--- config.mk ---
export PLATFORM = sky130hd
export DESIGN_NAME = traffic_phase_ctrl
export DESIGN_NICKNAME = d
export VERILOG_FILES = /design/src/rtl/traffic_phase_ctrl.sv
export SDC_FILE = /design/constraint.sdc
export NUM_CORES = 1
export LEC_CHECK = 0
export CORE_ASPECT_RATIO = 0.5
export CORE_UTILIZATION = 61
export DETAILED_ROUTE_END_ITERATION = 10
export GPL_TIMING_DRIVEN = 0
export PLACE_DENSITY_LB_ADDON = 0.2
export SYNTH_ARGS = -nofsm -noshare
export SYNTH_HDL_FRONTEND = slang
export SYNTH_SLANG_ARGS = --single-unit
--- constraint.sdc ---
create_clock -name clk -period 4.5 [get_ports clk]
set_input_delay 1.125 -clock clk [delete_from_list [all_inputs] [get_ports clk]]
set_output_delay 1.125 -clock clk [all_outputs]
set_load 0.03 [all_outputs]
--- src/rtl/traffic_phase_ctrl.sv ---
// traffic_phase_ctrl: four-approach traffic-light sequencer (M1, M2, MT, S).
// Phases are timed in ticks from a free-running prescaler. The cycle includes
// all-red clearance and a flashing-yellow fallback entered from the all-red
// phases. The latched pedestrian phase is built only when PED_PHASE_EN is
// defined; without it, ped_req is ignored and ped_walk stays low.
module traffic_phase_ctrl #(
  parameter int unsigned TICK_DIV = 100000000,
  parameter int unsigned MAIN_T   = 7,
  parameter int unsigned YEL_T    = 2,
  parameter int unsigned TURN_T   = 5,
  parameter int unsigned SIDE_T   = 3,
  parameter int unsigned CLEAR_T  = 1,
  parameter int unsigned PED_T    = 4
) (
  input  logic       clk,
  input  logic       rst,
  input  logic       flash_req,
  input  logic       ped_req,
  output logic [2:0] light_M1,
  output logic [2:0] light_M2,
  output logic [2:0] light_MT,
  output logic [2:0] light_S,
  output logic       ped_walk,
  output logic [3:0] phase
);

  function automatic int unsigned max2(input int unsigned a, input int unsigned b);
    return (a > b) ? a : b;
  endfunction

  localparam int unsigned MAX_DUR = max2(max2(max2(MAIN_T, YEL_T), max2(TURN_T, SIDE_T)),
                                         max2(CLEAR_T, PED_T));
  localparam int unsigned TW = $clog2(MAX_DUR + 1);
  localparam int unsigned PW = (TICK_DIV > 1) ? $clog2(TICK_DIV) : 1;

  localparam logic [2:0] RED = 3'b100;
  localparam logic [2:0] YEL = 3'b010;
  localparam logic [2:0] GRN = 3'b001;

  typedef enum logic [3:0] {
    ST_ALLRED_M = 4'd0,
    ST_MAIN_GO  = 4'd1,
    ST_M2_YEL   = 4'd2,
    ST_TURN_GO  = 4'd3,
    ST_TURN_YEL = 4'd4,
    ST_ALLRED_S = 4'd5,
    ST_SIDE_GO  = 4'd6,
    ST_SIDE_YEL = 4'd7,
    ST_ALLRED_P = 4'd8,
    ST_PED_WALK = 4'd9,
    ST_FLASH    = 4'd10
  } state_t;

  // The state register is a raw 4-bit vector so that the unused codes are
  // representable and can be recovered from.
  logic [3:0]    state_q;
  state_t        state_d;
  logic [TW-1:0] timer_q;
  logic [TW-1:0] dur_last;
  logic [PW-1:0] pre_q;
  logic          tick;
  logic          phase_end;
  logic          blink_q;

  assign tick      = (pre_q == PW'(TICK_DIV - 1));
  assign phase_end = tick && (timer_q == dur_last);

  // Free-running prescaler producing one tick every TICK_DIV cycles.
  always_ff @(posedge clk) begin
    if (rst || tick) pre_q <= '0;
    else             pre_q <= pre_q + PW'(1);
  end

`ifdef PED_PHASE_EN
  logic ped_pending_q;

  // Sticky pedestrian request; a new request wins over the clear on entry to walk.
  always_ff @(posedge clk) begin
    if (rst)                                                  ped_pending_q <= 1'b0;
    else if (ped_req)                                         ped_pending_q <= 1'b1;
    else if (state_d == ST_PED_WALK && state_q != ST_PED_WALK) ped_pending_q <= 1'b0;
  end
`else
  logic unused_ped_req;
  assign unused_ped_req = ped_req;
`endif

  // Last timer value of the current phase.
  always_comb begin
    dur_last = '0;
    case (state_q)
      ST_ALLRED_M, ST_ALLRED_S:             dur_last = TW'(CLEAR_T - 1);
      ST_MAIN_GO:                           dur_last = TW'(MAIN_T - 1);
      ST_M2_YEL, ST_TURN_YEL, ST_SIDE_YEL:  dur_last = TW'(YEL_T - 1);
      ST_TURN_GO:                           dur_last = TW'(TURN_T - 1);
      ST_SIDE_GO:                           dur_last = TW'(SIDE_T - 1);
`ifdef PED_PHASE_EN
      ST_ALLRED_P:                          dur_last = TW'(CLEAR_T - 1);
      ST_PED_WALK:                          dur_last = TW'(PED_T - 1);
`endif
      default:                              dur_last = '0;
    endcase
  end

  // Next-state selection; flash is only considered at the ends of the all-red phases.
  always_comb begin
    state_d = ST_ALLRED_M;
    case (state_q)
      ST_ALLRED_M: state_d = phase_end ? (flash_req ? ST_FLASH : ST_MAIN_GO) : ST_ALLRED_M;
      ST_MAIN_GO:  state_d = phase_end ? ST_M2_YEL   : ST_MAIN_GO;
      ST_M2_YEL:   state_d = phase_end ? ST_TURN_GO  : ST_M2_YEL;
      ST_TURN_GO:  state_d = phase_end ? ST_TURN_YEL : ST_TURN_GO;
      ST_TURN_YEL: state_d = phase_end ? ST_ALLRED_S : ST_TURN_YEL;
      ST_ALLRED_S: state_d = phase_end ? (flash_req ? ST_FLASH : ST_SIDE_GO) : ST_ALLRED_S;
      ST_SIDE_GO:  state_d = phase_end ? ST_SIDE_YEL : ST_SIDE_GO;
`ifdef PED_PHASE_EN
      ST_SIDE_YEL: state_d = phase_end ? (ped_pending_q ? ST_ALLRED_P : ST_ALLRED_M) : ST_SIDE_YEL;
      ST_ALLRED_P: state_d = phase_end ? ST_PED_WALK : ST_ALLRED_P;
      ST_PED_WALK: state_d = phase_end ? ST_ALLRED_M : ST_PED_WALK;
`else
      ST_SIDE_YEL: state_d = phase_end ? ST_ALLRED_M : ST_SIDE_YEL;
`endif
      ST_FLASH:    state_d = (tick && !flash_req) ? ST_ALLRED_M : ST_FLASH;
      default:     state_d = ST_ALLRED_M;
    endcase
  end

  // State register.
  always_ff @(posedge clk) begin
    if (rst) state_q <= ST_ALLRED_M;
    else     state_q <= state_d;
  end

  // Phase timer: restarts on every state change, otherwise counts ticks.
  always_ff @(posedge clk) begin
    if (rst)                                 timer_q <= '0;
    else if (state_d != state_q)             timer_q <= '0;
    else if (tick && state_q != ST_FLASH)    timer_q <= timer_q + TW'(1);
  end

  // Flash beat: lit on entry to FLASH, toggled on every tick while flashing.
  always_ff @(posedge clk) begin
    if (rst)                                             blink_q <= 1'b0;
    else if (state_q != ST_FLASH && state_d == ST_FLASH) blink_q <= 1'b1;
    else if (state_q == ST_FLASH && tick)                blink_q <= ~blink_q;
  end

  // Lamp decode from registered state only.
  always_comb begin
    light_M1 = RED;
    light_M2 = RED;
    light_MT = RED;
    light_S  = RED;
    ped_walk = 1'b0;
    case (state_q)
      ST_MAIN_GO:  begin light_M1 = GRN; light_M2 = GRN; end
      ST_M2_YEL:   begin light_M1 = GRN; light_M2 = YEL; end
      ST_TURN_GO:  begin light_M1 = GRN; light_MT = GRN; end
      ST_TURN_YEL: begin light_M1 = YEL; light_MT = YEL; end
      ST_SIDE_GO:  light_S = GRN;
      ST_SIDE_YEL: light_S = YEL;
`ifdef PED_PHASE_EN
      ST_PED_WALK: ped_walk = 1'b1;
`endif
      ST_FLASH: begin
        light_M1 = {1'b0, blink_q, 1'b0};
        light_M2 = {1'b0, blink_q, 1'b0};
        light_MT = {1'b0, blink_q, 1'b0};
        light_S  = {1'b0, blink_q, 1'b0};
      end
      default: ;
    endcase
  end

  assign phase = state_q;

endmodule

Word level (Yosys, flattened, before mapping)
Memories as Yosys holds them, arrays and structs flattened. A register that Yosys moved wholly into a read port is not among the register bits.
Cells that the tools add are included.
- register bits: 35
- output and inout bits: 17
- ROM bits: 24
- memories kept: 1
- add/subtract/negate cells: 2
- reductions and logical operators: 11
- equality and inequality tests: 13
- mux-type cells: 20
- bitwise logic cells: 1
- memory list (memory ; depth ; width ; read ports ; clocked after memory_dff ; wr ports ; RTL line ; text):
    (name not given) ; 8 ; 3 ; 1 ; 1 ; 0 ; 91 ; case (state_q)
- operators with widths (kind ; number):
    3-bit one-hot mux with 3 select lines ; 4
    4-bit one-hot mux with 9 select lines ; 1
    27-bit by 1-bit adder with 27-bit output (second input constant) ; 1
    27-bit == test (second input constant) ; 1
    4-bit two-way mux ; 5
    4-bit by 3-bit == test with 1-bit output (second input constant) ; 4
    3-bit two-way mux ; 4
    4-bit by 2-bit == test with 1-bit output (second input constant) ; 2
    4-bit == test (second input constant) ; 2
    1-bit logical AND ; 5
    1-bit two-way mux ; 5
    4-bit by 1-bit == test with 1-bit output (second input constant) ; 1
    4-bit zero test ; 1
    4-bit inequality test ; 1
    4-bit inequality test (second input constant) ; 1
    3-bit by 1-bit adder with 3-bit output (second input constant) ; 1
    3-bit == test ; 1
    3-bit OR reduction ; 1
    2-bit two-way mux ; 1
    2-bit nonzero test ; 1
    2-bit OR reduction ; 1
    1-bit zero test ; 1
    1-bit logical OR ; 1
    1-bit NOT ; 1

Longest topological paths before layout
Gate-level depths: netlist (run 1).
- depth after elaboration: 8
- depth in mapped cells: 11
- mapped depth without buffers: 10

Worst setup path before layout (run 1)
OpenSTA, ideal clock, no wires.
- path kind: register to output
- start: register state_q[0], in the netlist phase[0]
- end: output light_M2[0]
- data required time: 3375 ps
- path slack: 1187 ps
- path buffers: 2
- cell stages (with the launch flop): 4
- data arrival time: 2188 ps
- cells stage by stage: dfxtp_1 > clkbuf_1 > clkbuf_1 > nor4b_1
- longest elaborated chain between the ends: 2
- elaborated cells between the ends (all ways): 4
- RTL lines (what ; RTL line ; text):
    start: declaration ; 56 ; logic [3:0] state_q;
    start signal: assignment ; 131 ; else state_q <= state_d;
    4-bit == test (tied with other cells) ; 155 ; case (state_q)
    3-bit one-hot mux with 3 select lines * ; 155 ;
    end: declaration ; 20 ; output logic [2:0] light_M2,
Mark *: on every way between the ends. The rest lies on a longest branch, timed or not.

Final worst setup path (run 1)
Same ends and word-level chain as after synthesis.

==> results by stage, run 1 <==
Clock network:
- Once the clock tree was built, the resizer swapped 0 gates to a different size.
- Counting the buffers created by CTS gives 5.
- The maximum clock insertion buffer count is 2.
- The clock input transition at the sequential cells of the worst setup and hold paths is 70 ps.
- The root buffer cell is clkbuf_8.
- CTS built an H-tree with a depth of 2.
- In this run the post-CTS setup repair buffer count came out at 0.
- For this design, the sink count on the clock tree is 38.
- At the later pin of the worst-skew pair, clock insertion delay measures 290 ps.
- TritonCTS built the clock tree.
- The number of hold buffers added after cts is 0.

Floorplan:
- The total die area is 3879 um^2.
- The site row count is 15.
- The initial utilization of the core area, before any placement, comes to 63.95%.
- The width of the die is about 87 um.
- The core region is 3453 um^2.
- The die extent in y is 44.55 um.
- 21 I/O pins were placed.

Synthesis:
- The post-synthesis net count is between 200 and 300.
- For this run, the leading register cell type out of synthesis is dfxtp_1.
- Yosys mapped a number of flops with a built-in enable equal to 0.
- A synthesized cell averages 7.972 um^2.
- The share of async-settable or async-resettable flops after synthesis is 0%.
- The post-synthesis instance total is 277.
- The number of warnings reported in the yosys synthesis log is 0.
- In the post-synthesis netlist, the biggest area contributors are dfxtp_1 34%, nor2_1 9.2%, xnor2_1 6.3%, xor2_1 6.3%, nand3_1 3.9%.
- The synthesized design devotes to its leading area cell type 34.45% of total area.
- The cell taking the most area after synthesis is dfxtp_1.
- In this run the cell area of the synthesized design comes to about 2200 um^2.
- The portion of the post-synthesis area used by sequential elements is 34.45%.
- The synthesis-stage register bit count is 38.
- The netlist uses 51 different library cells.

STA:
- After layout, the minimum clock period comes to 3552 ps.
- In the finished design, the share of the clock period the worst path needs comes to 78.92%.
- Derived from the worst setup path, the maximum achievable clock frequency is 281.6 MHz.
- The worst setup margin is 948.4 ps.
- The count of endpoints failing setup in the final report is 0.
- The number of max-slew violations in the final report was 0.
- Setup repair after global routing left no endpoint under its margin.
- The setup clock skew after layout is 6.241 ps.
- The number of endpoints with negative hold slack in the final report is 0.
- At the pin with the least slew margin, the transition time is 1043 ps.
- The worst max-slew margin expressed relative to the limit is around 30%.
- The total negative slack for setup checks is 0 ps.

Layout:
- The share of post-route cells with drive strength above 1 is around 7.3%.
- Leaving out fill and tap cells, the most frequent cells in the layout are 54 x nor2_1, 38 x dfxtp_1, 20 x nand2_1.
- The design area is 2551 um^2.
- The post-layout net count is 309.
- The share of the core filled with cells in the final layout is 73.88%.
- Registers take 760.7 um^2.
- The synthesis-to-finish area growth is 15.52%.
- Summing all multi-input logic gate instances after layout gives 1353 um^2.
- The total inserted antenna cells is 0.
- The leading cell type in the layout, fill and taps excluded is nor2_1.
- The number of filler cells placed in the layout is 291.

Worst setup path:
- The worst path required time is ~3400 ps.
- The most numerous cell on the critical path is clkbuf_1.
- By startpoint and endpoint, the worst setup path is classified as flip-flop to output pin.
- For this run, the slowest stage of the critical path takes 720 ps.
- In this run the worst setup path begins at phase[0].
- Traced cell by cell, the critical path runs through clkbuf_1 -> clkbuf_1 -> nor4b_1 -> clkdlybuf4s50_1.
- The worst setup path is captured at an output pin.
- The cell with the largest stage delay on the worst path is clkdlybuf4s50_1.
- The startpoint identified for the worst register-to-register timing path is pre_q[0].
- The maximum fanout count along the critical path is 10.
- The data arrival time of the worst path is around 2400 ps.
- The worst setup path is launched from a flip-flop.

Detailed routing:
- The number of vias after detailed routing is a little over 2k.
- The number of antenna-violating nets in the routed design is 0.
- The first detailed-routing pass took 5 iterations.
- After detailed routing, the number of remaining DRC violations is 0.
- Wires add up to 4.984 mm.
- After the first detailed-routing iteration, the DRC count stood at 94.
- After detailed routing, the number of vias per cell comes to 5.790.
- In the final routed layout, each cell accounts on average for about 14 um.

Global routing:
- The pin count of the biggest net entering global routing is 13.
- The first-pass GRT wire length is 8.197 mm.
- The number of global-route vias before repair is 1,830.
- The initial antenna violation count was 0.
- The global-route congestion overflow total is 0.
- Global routing used 27.81% of the available tracks across all layers.

Pwr:
- The static leakage is 0.0009644 uW.
- Dividing total power by cell area gives a power density of 253.0 nW/um^2.
- VDD sags by at most about 0.14 mV.
- The design draws 645.5 uW.

Placed design:
- The half-perimeter wire length after placement is 3.496 mm.
- In this run the cell area measured after placement is 2442 um^2.
- Timing analysis after detailed placement gives a worst setup slack of 1251 ps.
- Buffers placed on the I/O ports in this run total 17.
- At the end of routability-driven placement, the weighted congestion stood at 0.8756.

Run:
- Across the run, the number of max-cap violations was 0.

Worst hold path:
- The startpoint of the worst hold path is pre_q[0].
- The classification of the worst-slack hold path is flip-flop to flip-flop.

Run status:
- The run finished with clean final reports.
-- metal layers --
| layer | GRT usage, % | part of all wire [%] |
|---|---|---|
| met1 | 32.04 | 45 |
| met2 | 51.50 | 49 |
| met3 | 5.597 | 4.6 |
| met4 | 12.46 | 1.0 |
| met5 | 0 | 0 |
-- through the flow --
stage / hold WS (ps) / instances
3_5_place_dp: 460.4 / 345
6_report: 474.0 / 353
5_1_grt: 500.7 / 353
4_1_cts: 477.0 / 353
3_3_place_gp: 439.1 / 345
2_1_floorplan: 426.1 / 277
-- final timing paths --
path                            slack [ps]           to  depth (start not counted)
worst min-delay path                   470     pre_q[0]                          1
worst max-delay path                   950  light_M2[0]                          4
worst max register to register        1250    flip-flop                         10
worst min register to register         470     pre_q[0]                          1
-- cells in the mapped netlist (6+ instances only) --
cell type	number
nand4_1	7
nor3_1	10
dfxtp_1	38
nand3_1	17
xnor2_1	16
inv_1	9
xor2_1	16
nor2_1	54
nand2_1	20
a21oi_1	6
clkbuf_1	11
-- cell type report --
| cell class | count | share of cell area, % |
|---|---|---|
| Inverter | 9 | 1.324 |
| Tap cell | 51 | 2.501 |
| Clock buffer | 5 | 2.697 |
| Multi-Input combinational cell | 216 | 53.02 |
| Sequential cell | 38 | 29.82 |
| Clock inverter | 3 | 1.569 |
| Buffer | 14 | 2.403 |
| Timing Repair Buffer | 17 | 6.670 |
-- critical path: cells and delay by family, from the launching register on --
family | cells | cell delay (ps)
buffers and inverters | 3 | 1470
flip-flops | 1 | 380
AND/OR/NAND/NOR | 1 | 290
-- kinds of logic (layout without fill, tap and decap cells) --
logic type	Yosys count	in the layout	share of synthesized area, %
compound gates	31	31	10.09
xor+xnor	33	33	13.43
fa+ha+maj	4	4	2.266
buf+inv	23	48	4.305
flops	38	38	34.45
mux	5	5	2.266
other cells	1	1	0.1698
simple gates	142	142	33.03
-- report_power, final --
part	internal [uW]	switching, uW
combinational	6.97	12.4
sequential	338	2.06
clock	163	123
total	508	137
-- registers in the layout, summed over array words and instances (netlist names), named ones only --
signal / flops
blink_q: 1
pre_q: 27
phase: 4
timer_q: 3
(Power assumes the default switching activity.)
==> run 2: changes to the inputs <==
--- a/config.mk
+++ b/config.mk
@@ -6,7 +6,7 @@
 export NUM_CORES = 1
 export LEC_CHECK = 0
 export CORE_ASPECT_RATIO = 0.5
-export CORE_UTILIZATION = 61
+export CORE_UTILIZATION = 57
 export DETAILED_ROUTE_END_ITERATION = 10
 export GPL_TIMING_DRIVEN = 0
 export PLACE_DENSITY_LB_ADDON = 0.2
==> constraint.sdc (replaced) <==
create_clock -name clk -period 3.3 [get_ports clk]
set_input_delay 0.825 -clock clk [delete_from_list [all_inputs] [get_ports clk]]
set_output_delay 0.825 -clock clk [all_outputs]
set_load 0.03 [all_outputs]
==> run 2 against run 1 <==
Compared with the run above:
- utilization shrank 1.8 points
- clock skew shrank 2.2 ps
- via count is the same
- worst setup slack lost 810 ps
- cell area grew 0.74%
- global-route usage shrank 2.7 points
- hold slack lost 3.2 ps
- largest cell class unchanged
- sequential power grew 36%
- clock power grew 32%
- non-clock buffer count grew 2
- register-to-register slack lost 1100 ps
==> results by stage, run 2 (synthesis gave the netlist of run 1 again) <==
Run status:
- The flow ran to the end, and the final reports show no timing, DRC or antenna violations.

Global routing:
- The pin count of the biggest net entering global routing is 12.
- The met3 layer usage reported by global route is ~6%.
- Summed over all layers, the global routing overflow is 0.
- The initial antenna violation count was 0.
- The met1 track demand over resource is 29.03%.
- The number of global-route vias before repair is roughly 1.8k.
- The global-route usage over all layers is 25.10%.
- The first-pass GRT wire length is 7.990 mm.
- The routing layer with the top usage in global route is met2.
- Global routing used 45.65% of the available met2 tracks.

STA:
- Setup repair after global routing could not meet its margin everywhere.
- Headroom to the max-slew limit came out at approximately 26%.
- The post-route clock period utilization is 95.89%.
- The setup clock skew after layout is 4.038 ps.
- The count of endpoints failing setup in the final report is 0.
- The number of max-slew violations in the final report is 0.
- The achievable clock frequency is 316.0 MHz.
- The slew at the pin with the worst max-slew slack is 1102 ps.
- The worst slack on hold paths is 470.8 ps.
- The clock period minus worst slack is 3164 ps.
- The number of endpoints with negative hold slack in the final report is 0.

Layout:
- The number of flip-flops under the largest register name is 27.
- The synthesis-to-finish area growth is 16.37%.
- The largest register by flop count is pre_q.
- The number of filler cells placed in the layout is 286.
- The post-layout net count is 311.
- In the layout the commonest cells are 54 x nor2_1, 38 x dfxtp_1, 20 x nand2_1.
- The total inserted antenna cells is 0.
- The leading cell type in the layout, fill and taps excluded is nor2_1.
- In the final layout, the share of cells above drive strength 1 is between 8 and 9%.

Detailed routing:
- The first detailed-routing pass took 5 iterations.
- In the final routed layout, each cell accounts on average for 13.62 um.
- For this run, design rule violations remaining after detail routing come to 0.
- The starting DRC count in detailed routing is ~60.
- The number of antenna-violating nets in the routed design is 0.
- The final route contains 2,044 vias.
- The routed design has 4.836 mm of wire.
- Using the TritonRoute via totals, the vias-per-cell ratio works out to 5.758.

Clock network:
- The clock input transition at the sequential cells of the worst setup and hold paths is approximately 70 ps.
- The clock net in this run drives a total of 38 sinks.
- The maximum clock insertion buffer count is 2.
- The tree is rooted in a clkbuf_8.
- TritonCTS built the clock tree.
- The number of levels the H-tree was split into is 2.
- The clock latency reported for the late side of the worst-skew pair is 300 ps.
- Counting the buffers created by CTS gives 5.
- After clock tree synthesis, the flow added hold-fix buffers numbering 0.

Pwr:
- The post-route total power is between 800 and 900 uW.
- In this run the power density over the cells is 337.4 nW/um^2.
- Summed over all cells, the static leakage comes to 0.0009819 uW.
- Across the VDD grid, the largest voltage drop is around 0.25 mV.

Placed design:
- Routability-driven placement finished with a final weighted congestion of 0.8550.
- The half-perimeter wire length after placement is about 3.4 mm.
- In this run the tool buffered the top-level ports with 17 buffer cells.

Worst setup path:
- The type of origin of the critical path is a flip-flop.
- The kind of cell with the highest combined delay along the critical path is buffers and inverters.
- Walking the worst path, the cells encountered are clkbuf_1 -> clkbuf_2 -> nor4b_1 -> clkdlybuf4s50_1.
- In this design, the stage delay of the slowest critical-path cell is 730 ps.
- The startpoint of the worst-slack reg-to-reg timing path is pre_q[0].
- The number of buffers and inverters on the critical path is 3.
- The critical path is of the flip-flop to output pin type.
- For the worst setup path, the data required time is 2470 ps.
- The kind of capture point of the worst setup path is an output pin.
- Data on the critical path arrives at its endpoint at 2340 ps.
- Along the worst path, the maximum fanout reaches 10.
- The most critical setup path has its startpoint at phase[0].
- The cell with the largest stage delay on the worst path is clkdlybuf4s50_1.

Floorplan:
- The number of top-level pins is 21.
- The core area is 3566 um^2.
- Measured along the x axis, the die boundary spans between 90 and 100 um.
- The floorplan step defined a die boundary enclosing 4143 um^2.
- The effective utilization at floorplan is 61.93%.
- The die is 46.02 um tall.
- The site row count is 15.

Worst hold path:
- The worst hold path begins at pre_q[0].
- The tightest min-delay check is of the flip-flop to flip-flop type.

Run:
- Max-cap violations in this run came to 0.
run 2: cell types whose count changed in the layout (fill, tap and decap cells not counted), sizes merged:
cell / delta
clkbuf: +3
buf: +2
bufinv: -1
clkinv: -2
run 2: final timing paths:
path | depth (start not counted) | slack [ps] | endpoint
hold / removal | 1 | 470 | pre_q[0]
setup / recovery | 4 | 140 | light_M2[0]
setup reg to reg | 10 | 170 | flip-flop
hold reg to reg | 1 | 470 | pre_q[0]
run 2: metal layers:
| layer | routed length [um] | vias to the layer above |
|---|---|---|
| met5 | 0 | - |
| met4 | 116 | 0 |
| met3 | 222 | 16 |
| met2 | 2292 | 67 |
| met1 | 2204 | 945 |
| li1 | - | 1016 |
run 2: power breakdown:
group	internal [uW]	switching (uW)
Combinational	9.49	16.7
Sequential	461	2.87
Clock	211	166
Total	682	185
run 2: metrics by stage:
| stage | TNS [ps] | instances | util (%) | worst slack (ps) | instance area, um^2 |
|---|---|---|---|---|---|
| global placement | 0 | 345 | 68.49 | 160.7 | 2442 |
| detailed placement | 0 | 345 | 68.49 | 144.4 | 2442 |
| CTS | 0 | 353 | 71.58 | 44.89 | 2552 |
| floorplan | 0 | 277 | - | 286.8 | 2208 |
| finish | 0 | 355 | 72.07 | 135.8 | 2570 |
| global route | -79.56 | 355 | 72.07 | -43.79 | 2570 |
run 2: final cells by class:
type | count | area, um^2 | share of cell area, %
multi-input cells | 216 | 1353 | 52.63
clock buffers | 8 | 110.1 | 4.284
flip-flops and latches | 38 | 760.7 | 29.60
repair buffers | 19 | 185.2 | 7.205
well taps | 51 | 63.81 | 2.483
inverters | 9 | 33.78 | 1.315
plain buffers | 14 | 63.81 | 2.483
run 2: timing repair:
action / 4_1_cts / 5_1_grt
resized for setup: 0 / 4
setup endpoints to repair: 0 / 10
setup buffers: 0 / 2
run 2: worst register-to-register path: stages, from the launching register on:
cell and delay (ps):
dfxtp_1 370, ha_1 220, nand3_1 160, nor4b_4 490, o211ai_2 290, o31a_1 390
a311o_1 330, ha_1 310, nand2_1 90, nand2_1 60, a221o_1 320
